--- src/rtl/div_seq_ctrl_if.sv ---
// -----------------------------------------------------------------------------
// div_seq_ctrl_if
// Handshake/data bundle between the EXE stage and the iterative divider
// sequencer.
//   master : EXE side. Drives the request, operands and flush, and receives
//            stall/done/results.
//   slave  : divider sequencer. Receives the request and drives stall/done and
//            the HI/LO results.
// Signals:
//   EXE_DivReq    EXE holds a valid DIV/DIVU
//   EXE_DivSigned 1 = DIV (signed), 0 = DIVU
//   EXE_BusA      dividend (forwarded)
//   EXE_BusB      divisor (forwarded)
//   Flush         abort from exception/ERET commit in MEM
//   Div_Stall     hold PC, IF/ID, ID/EXE; bubble EXE/MEM
//   Div_Done      one-cycle pulse, results valid
//   Div_Lo        quotient
//   Div_Hi        remainder
// -----------------------------------------------------------------------------
interface div_seq_ctrl_if;
    logic        EXE_DivReq;
    logic        EXE_DivSigned;
    logic [31:0] EXE_BusA;
    logic [31:0] EXE_BusB;
    logic        Flush;
    logic        Div_Stall;
    logic        Div_Done;
    logic [31:0] Div_Lo;
    logic [31:0] Div_Hi;

    modport master (
        output EXE_DivReq, EXE_DivSigned, EXE_BusA, EXE_BusB, Flush,
        input  Div_Stall, Div_Done, Div_Lo, Div_Hi
    );

    modport slave (
        input  EXE_DivReq, EXE_DivSigned, EXE_BusA, EXE_BusB, Flush,
        output Div_Stall, Div_Done, Div_Lo, Div_Hi
    );
endinterface

--- src/rtl/div_seq_ctrl.sv ---
// -----------------------------------------------------------------------------
// div_seq_ctrl
// Sequencer for the 32-bit iterative (restoring) divider serving DIV/DIVU in
// EXE. Stalls the front of the pipeline while a divide runs and delivers the
// quotient (LO) and remainder (HI).
// Parameters:
//   ZERO_FAST  1 = divisor-zero requests complete without iterating,
//              0 = divisor-zero requests run the full 32 iterations.
// Ports:
//   clk  pipeline clock, rising edge
//   rst  synchronous reset, active low
//   bus  div_seq_ctrl_if.slave (request, operands, flush, stall, done, HI/LO)
// -----------------------------------------------------------------------------
module div_seq_ctrl #(
    parameter bit ZERO_FAST = 1'b1
) (
    input  logic          clk,
    input  logic          rst,
    div_seq_ctrl_if.slave bus
);

    typedef enum logic [1:0] {
        IDLE = 2'd0,
        BUSY = 2'd1,
        DONE = 2'd2
    } state_t;

    state_t      state_reg;
    state_t      state_next;
    logic [4:0]  cnt_reg;
    // dvd_reg starts as |A| and shifts left one bit per step while quotient
    // bits enter at the bottom, so it holds the quotient after 32 steps.
    logic [31:0] dvd_reg;
    logic [31:0] dvs_reg;
    logic [31:0] rem_reg;
    logic        q_sign_reg;
    logic        r_sign_reg;
    logic        zero_reg;
    logic [31:0] lo_reg;
    logic [31:0] hi_reg;

    logic        accept;
    logic        b_zero;
    logic        fast_zero;
    logic [31:0] abs_a;
    logic [31:0] abs_b;
    logic [32:0] rem_shift;
    logic [32:0] diff;
    logic        q_bit;
    logic [31:0] rem_step;
    logic [31:0] dvd_step;
    logic [31:0] lo_res;
    logic [31:0] hi_res;
    logic        div_stall;
    logic        div_done;

    // ---------------------------------------------------------------- operands
    assign b_zero    = (bus.EXE_BusB == 32'd0);
    assign fast_zero = ZERO_FAST && b_zero;
    assign abs_a     = (bus.EXE_DivSigned && bus.EXE_BusA[31]) ? -bus.EXE_BusA : bus.EXE_BusA;
    assign abs_b     = (bus.EXE_DivSigned && bus.EXE_BusB[31]) ? -bus.EXE_BusB : bus.EXE_BusB;
    assign accept    = (state_reg == IDLE) && bus.EXE_DivReq && !bus.Flush;

    // ------------------------------------------------- restoring divide step
    // A 33-bit trial subtraction: bit 32 of the difference is the borrow, so
    // a clear bit 32 means the divisor fits and the quotient bit is 1.
    assign rem_shift = {rem_reg, dvd_reg[31]};
    assign diff      = rem_shift - {1'b0, dvs_reg};
    assign q_bit     = ~diff[32];
    assign rem_step  = q_bit ? diff[31:0] : rem_shift[31:0];
    assign dvd_step  = {dvd_reg[30:0], q_bit};

    // --------------------------------------------------------- sign correction
    // A zero divisor always yields an all-ones quotient. The remainder path
    // needs no special case: rem_reg ends up as |A| (iterated or loaded
    // directly) and the remainder sign turns it back into the original A.
    assign lo_res = zero_reg   ? 32'hFFFF_FFFF : (q_sign_reg ? -dvd_reg : dvd_reg);
    assign hi_res = r_sign_reg ? -rem_reg : rem_reg;

    // ------------------------------------------------------------- next state
    always_comb begin
        state_next = state_reg;
        case (state_reg)
            IDLE: begin
                if (accept) begin
                    state_next = fast_zero ? DONE : BUSY;
                end
            end
            BUSY: begin
                if (cnt_reg == 5'd31) begin
                    state_next = DONE;
                end
            end
            DONE:    state_next = IDLE;
            default: state_next = IDLE;
        endcase
        if (bus.Flush) begin
            state_next = IDLE;
        end
    end

    // ------------------------------------------------------------- outputs
    always_comb begin
        div_stall = 1'b0;
        div_done  = 1'b0;
        if (rst && !bus.Flush) begin
            case (state_reg)
                IDLE:    div_stall = bus.EXE_DivReq;
                BUSY:    div_stall = 1'b1;
                DONE:    div_done  = 1'b1;
                default: ;
            endcase
        end
    end

    assign bus.Div_Stall = div_stall;
    assign bus.Div_Done  = div_done;
    // Results are presented during the Div_Done cycle itself and are captured
    // into lo_reg/hi_reg at the end of it; a flushed DONE leaves them alone.
    assign bus.Div_Lo    = div_done ? lo_res : lo_reg;
    assign bus.Div_Hi    = div_done ? hi_res : hi_reg;

    // ------------------------------------------------------------- registers
    always_ff @(posedge clk) begin
        if (!rst) begin
            state_reg  <= IDLE;
            cnt_reg    <= 5'd0;
            dvd_reg    <= 32'd0;
            dvs_reg    <= 32'd0;
            rem_reg    <= 32'd0;
            q_sign_reg <= 1'b0;
            r_sign_reg <= 1'b0;
            zero_reg   <= 1'b0;
            lo_reg     <= 32'd0;
            hi_reg     <= 32'd0;
        end else begin
            state_reg <= state_next;
            case (state_reg)
                IDLE: begin
                    if (accept) begin
                        dvd_reg    <= abs_a;
                        dvs_reg    <= abs_b;
                        // The fast zero path skips iteration, so preload the
                        // value the iterations would have left behind.
                        rem_reg    <= fast_zero ? abs_a : 32'd0;
                        q_sign_reg <= bus.EXE_DivSigned & (bus.EXE_BusA[31] ^ bus.EXE_BusB[31]);
                        r_sign_reg <= bus.EXE_DivSigned & bus.EXE_BusA[31];
                        zero_reg   <= b_zero;
                        cnt_reg    <= 5'd0;
                    end
                end
                BUSY: begin
                    if (!bus.Flush) begin
                        dvd_reg <= dvd_step;
                        rem_reg <= rem_step;
                        cnt_reg <= cnt_reg + 5'd1;
                    end
                end
                DONE: begin
                    if (!bus.Flush) begin
                        lo_reg <= lo_res;
                        hi_reg <= hi_res;
                    end
                end
                default: ;
            endcase
        end
    end

endmodule

--- src/flat_wrapper.sv ---
// flat-port wrapper written by rule: the top's interface ports become plain ports
module div_seq_ctrl_flat 
#(
    parameter bit ZERO_FAST = 1'b1
)
  (clk, rst, bus_EXE_DivReq, bus_EXE_DivSigned, bus_EXE_BusA, bus_EXE_BusB, bus_Flush, bus_Div_Stall, bus_Div_Done, bus_Div_Lo, bus_Div_Hi);
  div_seq_ctrl_if bus_i ();
  input  logic clk;
  input  logic rst;
  input wire logic [$bits(bus_i.EXE_DivReq)-1:0] bus_EXE_DivReq;
  input wire logic [$bits(bus_i.EXE_DivSigned)-1:0] bus_EXE_DivSigned;
  input wire logic [$bits(bus_i.EXE_BusA)-1:0] bus_EXE_BusA;
  input wire logic [$bits(bus_i.EXE_BusB)-1:0] bus_EXE_BusB;
  input wire logic [$bits(bus_i.Flush)-1:0] bus_Flush;
  output wire logic [$bits(bus_i.Div_Stall)-1:0] bus_Div_Stall;
  output wire logic [$bits(bus_i.Div_Done)-1:0] bus_Div_Done;
  output wire logic [$bits(bus_i.Div_Lo)-1:0] bus_Div_Lo;
  output wire logic [$bits(bus_i.Div_Hi)-1:0] bus_Div_Hi;
  assign bus_i.EXE_DivReq = bus_EXE_DivReq;
  assign bus_i.EXE_DivSigned = bus_EXE_DivSigned;
  assign bus_i.EXE_BusA = bus_EXE_BusA;
  assign bus_i.EXE_BusB = bus_EXE_BusB;
  assign bus_i.Flush = bus_Flush;
  assign bus_Div_Stall = bus_i.Div_Stall;
  assign bus_Div_Done = bus_i.Div_Done;
  assign bus_Div_Lo = bus_i.Div_Lo;
  assign bus_Div_Hi = bus_i.Div_Hi;
  div_seq_ctrl #(.ZERO_FAST(ZERO_FAST)) u_core (.clk(clk), .rst(rst), .bus(bus_i));
endmodule
--- config.mk ---
export PLATFORM = sky130hd
export DESIGN_NAME = div_seq_ctrl_flat
export DESIGN_NICKNAME = d
export VERILOG_FILES = /design/src/rtl/div_seq_ctrl_if.sv /design/src/rtl/div_seq_ctrl.sv /design/src/flat_wrapper.sv
export SDC_FILE = /design/constraint.sdc
export NUM_CORES = 1
export LEC_CHECK = 0
export ABC_AREA = 1
export BUFFER_PORTS_ARGS = -buffer_cell sky130_fd_sc_hd__buf_2
export CAP_MARGIN = 40
export CORE_MARGIN = 2
export CORE_UTILIZATION = 35
export DETAILED_ROUTE_END_ITERATION = 12
export PLACE_DENSITY = 0.49
export RECOVER_POWER = 100
export SLEW_MARGIN = 20
export SYNTH_ARGS = -nofsm -noshare
export SYNTH_HDL_FRONTEND = slang
export SYNTH_SLANG_ARGS = --single-unit
export TNS_END_PERCENT = 10
--- constraint.sdc ---
create_clock -name clk -period 4.55 [get_ports clk]
set_input_delay 0.455 -clock clk [delete_from_list [all_inputs] [get_ports clk]]
set_output_delay 0.455 -clock clk [all_outputs]
set_load 0.02 [all_outputs]
==> flow_metrics.py, run 1 <==
metrics = {
    "global_route": {
        "grt_pass1_vias": 13900,
        "grt_pass1_wl_um": 80900,
        "grtUsageMet3": 0.0317,
        "top_usage_layer": "met2",
        "gr-total-overflow": 0,
        "track_usage": 0.258,
        "grt_use_met2": 0.433,
        "grt_max_degree": 77,
        "met1_usage": 0.340,
        "antenna_found_initial": 0,
    },
    "finish": {
        "fin_nets": 2478,
        "final_core_util": 0.399,
        "n_antenna_cell": 0,
        "multi_input_area_sq_um": 8330,
        "areaGrowthSynthToFinish_pct": 11.8,
        "seqCellArea_sq_um": 3400,
        "drive_gt1_frac": 0.0890,
        "fillers": 4291,
    },
    "route": {
        "antenna_left": 0,
        "wirelength_um": 52200,
        "drtIter0Drc": 1097,
        "vias_per_cell": 5.09,
        "vias": 14700,
        "drc_errors": 0,
        "wl_per_cell_um": 18.0,
        "firstDrtPassIters": 5,
    },
    "pwr": {
        "switchingPower_mw": 2.05,
        "p_comb_frac": 0.346,
        "power_leakage_nw": 7.32,
        "vdd_drop_max_uv": 311,
        "clockPowerShare": 0.320,
        "power_density_nw_per_um2": 329,
        "p_int_mw": 2.91,
        "power_frac_seq": 0.334,
        "sw_frac_of_total": 0.413,
    },
    "clock_tree": {
        "clock_sinks": 170,
        "clock_latency_ns": 0.46,
        "cts_tree": "yes",
        "path_clk_slew_ns": 0.08,
        "h-tree-depth": 4,
        "post_cts_buffers": 0,
        "clock_path_buffers": 2,
        "cts_buffers": 17,
        "ctsResizeCount": 0,
        "hold_buffers": 0,
        "clock-root-buffer": "clkbuf_16",
    },
    "critical_path": {
        "cp-start-kind": "flop",
        "critical_path_arrival_ns": 4.24,
        "critPathRequiredTime_ns": 4.90,
        "path_max_fanout": 44,
        "cp-startpoint": "u_core.state_reg[0]",
        "path_class": "flop to flop",
        "reg2reg_from": "u_core.state_reg[0]",
        "cpPeakStageDelay_ns": 0.94,
        "end_kind": "flop",
        "r2r_slack_ns": 0.66,
        "cpMaxStageDelayCell": "nor2_1",
        "crit_chain": "inv_1 > nor2_1 > clkinv_1 > nor2_1 > nor2_4 > inv_1 > clkbuf_2 > o21ai_0 > o221a_2",
    },
    "synth": {
        "synth_fp_nets": 2390,
        "synth.top_cell.area_share": 0.252,
        "synth_edf_count": 0,
        "syn_area_sq_um": 13500,
        "ys_ff_latch": 170,
        "synth_area_leader_cell": "dfxtp_1",
        "ys_top_cells_by_area": "dfxtp_1 25%, nand2_1 16%, inv_1 9.8%",
        "yosysSeqAreaShare": 0.252,
        "ys_types": 50,
        "synth_flop_cell": "dfxtp_1",
        "ys_async_sr_fraction": 0,
        "synth_area_per_cell_sq_um": 5.91,
        "ys_warn_count": 0,
        "netlist_instances": 2282,
    },
    "timing": {
        "drv_slew": 37,
        "finalCriticalPeriod_ns": 3.89,
        "period_share": 0.855,
        "fmaxAchievable_ghz": 0.257,
        "slew_headroom": -0.195,
        "fin_setup_tns_ns": 0,
        "hold_viol": 0,
        "worst_pin_slew_ns": 1.79,
        "rsz0062_at_grt": "false",
        "finalClockSkew_ns": 0.0138,
        "setup-violations-final": 0,
    },
    "place": {
        "place_hpwl_um": 41100,
        "numPortBuffers": 134,
        "gp_congestion": 0.922,
    },
    "floorplanning": {
        "num_rows": 71,
        "core_region_area_sq_um": 37800,
        "start_util": 0.356,
        "die_height_um": 200,
        "pin_count": 135,
        "die_w_um": 200,
        "die-area_sq_um": 40100,
    },
    "hold_path": {
        "hold_class": "input pin to flop",
        "hp-start": "bus_EXE_BusB[1]",
    },
    "run_status": {
        "outcome": "finished with violations",
        "failed_checks": "capacitance limit, slew limit",
    },
    "run": {
        "cap_violations": 1,
    },
}
[metrics by stage]
stage	cell area, sq um	setup WS [ns]	power [mW]	hold slack, ns	cells
floorplan	13500	2.31	2.88	0.426	2282
global placement	14500	1.62	3.39	0.438	2858
detailed placement	14600	1.66	3.39	0.440	2862
CTS	15200	1.16	4.99	0.258	2894
global route	15100	0.457	5.27	0.281	2894
finish	15100	0.662	4.96	0.277	2894
[cells in the mapped netlist (8+ instances only)]
| library cell | number |
|---|---|
| a21oi_1 | 162 |
| a21oi_2 | 14 |
| a221oi_1 | 8 |
| a31oi_1 | 9 |
| buf_2 | 18 |
| clkbuf_1 | 53 |
| dfxtp_1 | 170 |
| ha_1 | 38 |
| inv_1 | 352 |
| inv_2 | 10 |
| nand2_1 | 582 |
| nand2_2 | 18 |
| nand3_1 | 147 |
| nand3b_1 | 10 |
| nand4_1 | 24 |
| nor2_1 | 207 |
| nor2_2 | 9 |
| nor3_1 | 37 |
| o211ai_1 | 12 |
| o21ai_0 | 254 |
| xor2_1 | 48 |
[per-layer routing]
layer	part of all wire	routed length [um]
met1	0.46	24200
met2	0.46	24100
met3	0.041	2130
met4	0.033	1710
met5	0	0
[worst paths after layout]
kind                                          end  depth (start not counted)
worst max-delay path            u_core.dvd_reg[6]                          9
worst min-delay path            u_core.dvs_reg[1]                          3
worst max register to register  u_core.dvd_reg[6]                          9
worst min register to register  u_core.hi_reg[21]                          2
[area by class of cell]
type / count / share of cell area
multi-input cells: 1664 / 0.552
clock inverters: 14 / 0.0107
inverters: 366 / 0.0911
well taps: 511 / 0.0424
flip-flops and latches: 170 / 0.226
repair buffers: 151 / 0.0490
clock buffers: 18 / 0.0291
[worst max-delay path: cells and delay by family, from the launching register on]
kind	cells	cell delay (ns)
flip-flops	1	0.37
buffers and inverters	4	1.48
AO/OA/AOI/OAI	2	0.54
AND/OR/NAND/NOR	3	1.36
[cells in the final DEF, fill, tap and decap left out, drive strengths merged, types with 2 or more instances in the layout]
| master | Yosys | final |
|---|---|---|
| a221oi | 9 | 9 |
| clkinvlp | 0 | 3 |
| or2 | 7 | 7 |
| o21bai | 6 | 6 |
| xor2 | 48 | 48 |
| nor4 | 7 | 7 |
| o21a | 2 | 2 |
| buf | 29 | 96 |
| a211oi | 7 | 7 |
| nand4 | 24 | 24 |
| xnor2 | 6 | 6 |
| a21oi | 177 | 177 |
| a31oi | 9 | 9 |
| bufinv | 0 | 2 |
| a21o | 3 | 3 |
| o211ai | 12 | 12 |
| nand3b | 10 | 10 |
| inv | 362 | 366 |
| nand3 | 155 | 155 |
| clkinv | 4 | 9 |
| nor3 | 41 | 41 |
| o221ai | 3 | 3 |
| nor2 | 220 | 220 |
| ha | 38 | 38 |
| nand2 | 606 | 606 |
| dfxtp | 170 | 170 |
| o221a | 5 | 5 |
| and2 | 2 | 2 |
| clkbuf | 53 | 73 |
| o21ai | 262 | 262 |
[kinds of logic (layout without fill, tap and decap cells)]
kind of cell	after synthesis	in the layout	synth area share
AND/OR/NAND/NOR	1074	1074	0.343
AO/OA/AOI/OAI	497	497	0.203
buffers and inverters	448	549	0.130
flip-flops	170	170	0.252
XOR/XNOR	54	54	0.0351
adder cells (fa/ha/maj)	39	39	0.0367
[power groups by stage]
stage               Combinational [mW]  Clock, mW  Sequential (mW)
floorplan                         1.24          0             1.64
detailed placement                1.70          0             1.69
global route                      1.93       1.67             1.67
CTS                               1.71       1.62             1.66
finish                            1.72       1.59             1.66
global placement                  1.70          0             1.69
(Power assumes the default switching activity.)
==> run 2, diff against run 1 <==
--- a/config.mk
+++ b/config.mk
@@ -9,9 +9,9 @@
 export BUFFER_PORTS_ARGS = -buffer_cell sky130_fd_sc_hd__buf_2
 export CAP_MARGIN = 40
 export CORE_MARGIN = 2
-export CORE_UTILIZATION = 35
+export CORE_UTILIZATION = 45
 export DETAILED_ROUTE_END_ITERATION = 12
-export PLACE_DENSITY = 0.49
+export PLACE_DENSITY = 0.61
 export RECOVER_POWER = 100
 export SLEW_MARGIN = 20
 export SYNTH_ARGS = -nofsm -noshare
==> run 2 against run 1 <==
Against the previous run: sequential power barely moved; critical endpoint is now bus_Div_Lo[28]; register-to-register slack better by 0.40 ns; die area shrank 22%; routed wire length is 9.6% lower; clock skew about the same; first-iteration DRC count grew 23%; the flow still finishes with violations (capacitance limit, slew limit).
==> flow_metrics.py, run 2 (same netlist as run 1, synthesis figures left out) <==
metrics = {
    "global_route": {
        "grt_max_degree": 77,
        "antenna_found_initial": 0,
        "track_usage": 0.302,
        "grt_pass1_wl_um": 74100,
        "grt_pass1_vias": 13800,
        "gr-total-overflow": 0,
    },
    "route": {
        "wl_met1_um": 21300,
        "wl_met3_um": 2610,
        "firstDrtPassIters": 7,
        "routed-wl-met2_um": 21500,
        "antenna_left": 0,
        "wirelength_um": 47100,
        "drtIter0Drc": 1349,
        "drc_errors": 0,
        "vias_per_cell": 5.38,
        "vias": 14900,
        "top_layer": "met4",
        "wl_per_cell_um": 17.0,
    },
    "critical_path": {
        "r2r-end": "u_core.dvs_reg[11]",
        "path_max_fanout": 5,
        "cp-start-kind": "flop",
        "crit_chain": "inv_1 > ha_1 > nand3_1 > nor2_1 > and2_0 > nand3_1 > nor2_1 > o21ai_0 > nand2_1 > nand2_1 > o21ai_0 > nand2_1 > buf_2",
        "end_kind": "output port",
        "critical_path_arrival_ns": 3.06,
        "critPathRequiredTime_ns": 4.09,
        "cpMaxStageDelayCell": "dfxtp_1",
        "critPathBufInv": 2,
        "r2r_slack_ns": 1.06,
        "worstRegToRegCells": 9,
        "reg2reg_from": "u_core.state_reg[1]",
        "crit_top_cell": "nand2_1",
        "cp_top_family": "simple AND/OR/NAND/NOR gates",
        "path_class": "flop to output port",
        "cpPeakStageDelay_ns": 0.38,
        "cp-startpoint": "u_core.dvd_reg[0]",
    },
    "timing": {
        "drv_slew": 47,
        "finalCriticalPeriod_ns": 3.52,
        "slew_headroom": -0.280,
        "setup-violations-final": 0,
        "fin_setup_tns_ns": 0,
        "period_share": 0.773,
        "fmaxAchievable_ghz": 0.284,
        "hold_viol": 0,
        "worst_pin_slew_ns": 1.92,
        "finalClockSkew_ns": 0.0135,
        "layout_setup_ws_ns": 1.03,
        "rsz0062_at_grt": "false",
    },
    "clock_tree": {
        "clock_latency_ns": 0.45,
        "clock_path_buffers": 2,
        "h-tree-depth": 4,
        "clock_sinks": 170,
        "hold_buffers": 0,
        "cts_tree": "yes",
        "clock-root-buffer": "clkbuf_16",
        "path_clk_slew_ns": 0.08,
        "cts_buffers": 17,
        "ctsResizeCount": 0,
        "post_cts_buffers": 0,
    },
    "run": {
        "cap_violations": 1,
    },
    "finish": {
        "final_common_cell": "nand2_1",
        "final_cells": 2768,
        "areaGrowthSynthToFinish_pct": 10.2,
        "n_antenna_cell": 0,
        "final_cell_area_sq_um": 14900,
        "fillers": 3274,
        "seqCellArea_sq_um": 3400,
        "layout_common_cells": "582 x nand2_1, 355 x inv_1, 258 x o21ai_0",
        "multi_input_area_sq_um": 8320,
        "fin_nets": 2474,
        "drive_gt1_frac": 0.0812,
    },
    "place": {
        "gp_congestion": 1.00,
        "place_ws_ns": 1.71,
        "place_hpwl_um": 36600,
        "numPlacedInstances": 2736,
        "place_area_sq_um": 14400,
        "numPortBuffers": 134,
    },
    "pwr": {
        "vdd_drop_max_uv": 256,
        "power_leakage_nw": 7.24,
        "power_density_nw_per_um2": 321,
    },
    "run_status": {
        "failed_checks": "capacitance limit, slew limit",
        "outcome": "finished with violations",
    },
    "floorplanning": {
        "die_w_um": 177,
        "die-area_sq_um": 31400,
        "num_rows": 63,
        "start_util": 0.456,
        "core_region_area_sq_um": 29600,
        "die_height_um": 177,
        "pin_count": 135,
    },
    "hold_path": {
        "hold_class": "input pin to flop",
        "hp-start": "bus_EXE_BusB[1]",
        "hold_path_end": "u_core.dvs_reg[1]",
        "hold_depth": 3,
    },
}
==> run 2: cell types whose count changed in the layout (fill, tap and decap cells not counted), moves of 2 or more <==
cell	previous run	this run
clkbuf_1	53	65
clkbuf_2	2	0
clkinv_4	2	4
buf_12	0	2
inv_8	3	0
buf_2	84	71
==> run 2: worst max path at each step <==
stage | slack, ns | end | depth (start not counted)
2_1_floorplan | 2.31 | bus_Div_Lo[16] | 12
3_3_place_gp | 1.59 | bus_Div_Hi[21] | 8
3_5_place_dp | 1.71 | bus_Div_Lo[28] | 13
6_report | 1.03 | bus_Div_Lo[28] | 13
4_1_cts | 1.22 | bus_Div_Lo[28] | 13
5_1_grt | 0.61 | u_core.dvs_reg[11] | 9
==> run 2: worst min-delay path: stages <==
cell     delay, ns
buf_2         0.12
nand2_1       0.06
a31oi_1       0.07
==> run 2: cell type report <==
type / count / share of cell area
Multi-Input combinational cell: 1664 / 0.560
Sequential cell: 170 / 0.229
Inverter: 366 / 0.0924
Timing Repair Buffer: 147 / 0.0478
Tap cell: 390 / 0.0328
Clock buffer: 19 / 0.0298
Clock inverter: 12 / 0.00800
==> run 2: through the flow <==
stage	power [mW]	util	hold WS, ns
finish	4.78	0.503	0.309
global route	5.07	0.503	0.301
CTS	4.77	0.506	0.292
detailed placement	3.34	0.487	0.440
global placement	3.33	0.486	0.437
floorplan	2.88	-	0.426
==> run 2: layer usage <==
metal | track usage | vias to the layer above
li1 | - | 7504
met1 | 0.402 | 6851
met2 | 0.500 | 470
met3 | 0.0354 | 75
met4 | 0.113 | 0
met5 | 0 | -
==> run 2: report_power, final <==
group          switching (mW)  total, mW  internal, mW  leakage, nW
logic                    1.17       1.68         0.517         5.58
clock network           0.660       1.43         0.772        0.266
registers               0.102       1.66          1.56         1.39
total                    1.93       4.78          2.85         7.24
==> run 3, diff against run 2 <==
==> constraint.sdc (replaced) <==
create_clock -name clk -period 3.66 [get_ports clk]
set_input_delay 0.366 -clock clk [delete_from_list [all_inputs] [get_ports clk]]
set_output_delay 0.366 -clock clk [all_outputs]
set_load 0.02 [all_outputs]
==> run 3 against run 2 <==
Against the previous run: the run now ends clean; register-to-register slack worse by 0.68 ns; global-route usage is 0.51 points higher; sequential power is 24% higher; non-clock buffer count is 11 higher; routed wire length is 2.3% higher; combinational power is 26% higher; critical path type unchanged; power is 25% higher; first-iteration DRC count is 20% higher.
==> flow_metrics.py, run 3 (same netlist as run 1, synthesis figures left out) <==
metrics = {
    "route": {
        "vias_per_cell": 5.42,
        "drtIter0Drc": 1615,
        "wirelength_um": 48200,
        "firstDrtPassIters": 6,
        "drc_errors": 0,
        "vias": 15100,
        "wl_per_cell_um": 17.3,
        "antenna_left": 0,
    },
    "timing": {
        "rsz0062_at_grt": "false",
        "worst_pin_slew_ns": 1.43,
        "finalCriticalPeriod_ns": 3.34,
        "fmaxAchievable_ghz": 0.299,
        "period_share": 0.913,
        "setup-violations-final": 0,
        "slew_headroom": 0.0463,
        "drv_slew": 0,
        "finalClockSkew_ns": 0.0147,
        "hold_viol": 0,
        "fin_setup_tns_ns": 0,
        "layout_setup_ws_ns": 0.319,
    },
    "clock_tree": {
        "hold_buffers": 0,
        "cts_buffers": 17,
        "clock_path_buffers": 2,
        "clock-root-buffer": "clkbuf_16",
        "post_cts_buffers": 0,
        "h-tree-depth": 4,
        "path_clk_slew_ns": 0.08,
        "clock_sinks": 170,
        "ctsResizeCount": 0,
        "clock_latency_ns": 0.45,
        "cts_tree": "yes",
    },
    "critical_path": {
        "path_max_fanout": 4,
        "cp_top_family": "simple AND/OR/NAND/NOR gates",
        "r2r_slack_ns": 0.38,
        "path_class": "flop to output port",
        "cpMaxStageDelayCell": "dfxtp_1",
        "worstRegToRegCells": 18,
        "critPathRequiredTime_ns": 3.29,
        "critical_path_arrival_ns": 2.98,
        "cp.depth": 13,
        "crit_chain": "inv_1 > ha_1 > inv_1 > nor2_1 > nand3_1 > nor2_1 > a31oi_1 > inv_1 > nand2_1 > nand2_1 > nand3_1 > nand2_1 > clkbuf_1",
        "cpPeakStageDelay_ns": 0.35,
        "end_kind": "output port",
        "cp-start-kind": "flop",
        "critPathBufInv": 4,
    },
    "global_route": {
        "grt_pass1_vias": 13900,
        "grt_pass1_wl_um": 75000,
        "gr-total-overflow": 0,
        "grt_max_degree": 77,
        "track_usage": 0.307,
        "antenna_found_initial": 0,
    },
    "floorplanning": {
        "die_height_um": 177,
        "pin_count": 135,
        "die-area_sq_um": 31400,
        "core_region_area_sq_um": 29600,
        "num_rows": 63,
        "start_util": 0.456,
        "die_w_um": 177,
    },
    "pwr": {
        "power_leakage_nw": 7.27,
        "power_density_nw_per_um2": 403,
        "vdd_drop_max_uv": 313,
        "power_mw": 5.98,
    },
    "finish": {
        "fillers": 3254,
        "drive_gt1_frac": 0.0803,
        "final_common_cell": "nand2_1",
        "n_antenna_cell": 0,
        "multi_input_area_sq_um": 8270,
        "final_cells": 2780,
        "seqCellArea_sq_um": 3400,
        "layout_common_cells": "588 x nand2_1, 355 x inv_1, 258 x o21ai_0",
        "fin_nets": 2485,
        "areaGrowthSynthToFinish_pct": 10.2,
    },
    "hold_path": {
        "hold_class": "input pin to flop",
        "hold_depth": 3,
    },
    "place": {
        "place_hpwl_um": 37500,
        "place_ws_ns": 0.911,
        "gp_congestion": 1.01,
        "numPortBuffers": 134,
        "numPlacedInstances": 2748,
    },
    "run": {
        "cap_violations": 0,
    },
    "run_status": {
        "outcome": "finished clean",
    },
}
run 3: changes by cell type in the layout (fill, tap and decap cells not counted), moves of 3 or more:
cell / delta
buf_4: +8
nand2_2: -3
clkbuf_2: +3
nand2_1: +6
nand2_4: -3
clkbuf_1: +3
run 3: area by class of cell:
class	count	share of cell area
flip-flops and latches	170	0.229
repair buffers	158	0.0507
multi-input cells	1664	0.557
well taps	390	0.0328
clock inverters	13	0.00901
inverters	366	0.0925
clock buffers	19	0.0291
run 3: final timing paths:
| kind | startpoint | to |
|---|---|---|
| setup / recovery | u_core.rem_reg[0] | bus_Div_Hi[30] |
| hold / removal | bus_EXE_BusB[21] | u_core.dvs_reg[21] |
| setup reg to reg | u_core.dvd_reg[31] | u_core.rem_reg[28] |
| hold reg to reg | u_core.lo_reg[28] | u_core.lo_reg[28] |
run 3: routing by layer:
layer / vias to the layer above / share of wire / track usage
met2: 565 / 0.45 / 0.498
met5: - / 0 / 0
li1: 7533 / - / -
met1: 6903 / 0.44 / 0.410
met3: 80 / 0.066 / 0.0374
met4: 0 / 0.039 / 0.132
run 3: report_power, final:
| part | internal, mW | switching, mW | leakage, nW |
|---|---|---|---|
| Sequential | 1.94 | 0.120 | 1.39 |
| Clock | 0.958 | 0.864 | 0.273 |
| Combinational | 0.643 | 1.46 | 5.60 |
run 3: per-stage QoR:
step,cell area [sq um],util,hold WS (ns)
floorplan,13500,-,0.426
global placement,14500,0.489,0.437
detailed placement,14500,0.489,0.440
CTS,15000,0.508,0.199
global route,14900,0.503,0.223
finish,14900,0.503,0.215
run 3: tightest hold or removal path, stage by stage:
cell and delay [ns]:
buf_2 0.13, nand2_1 0.06, a31oi_1 0.06
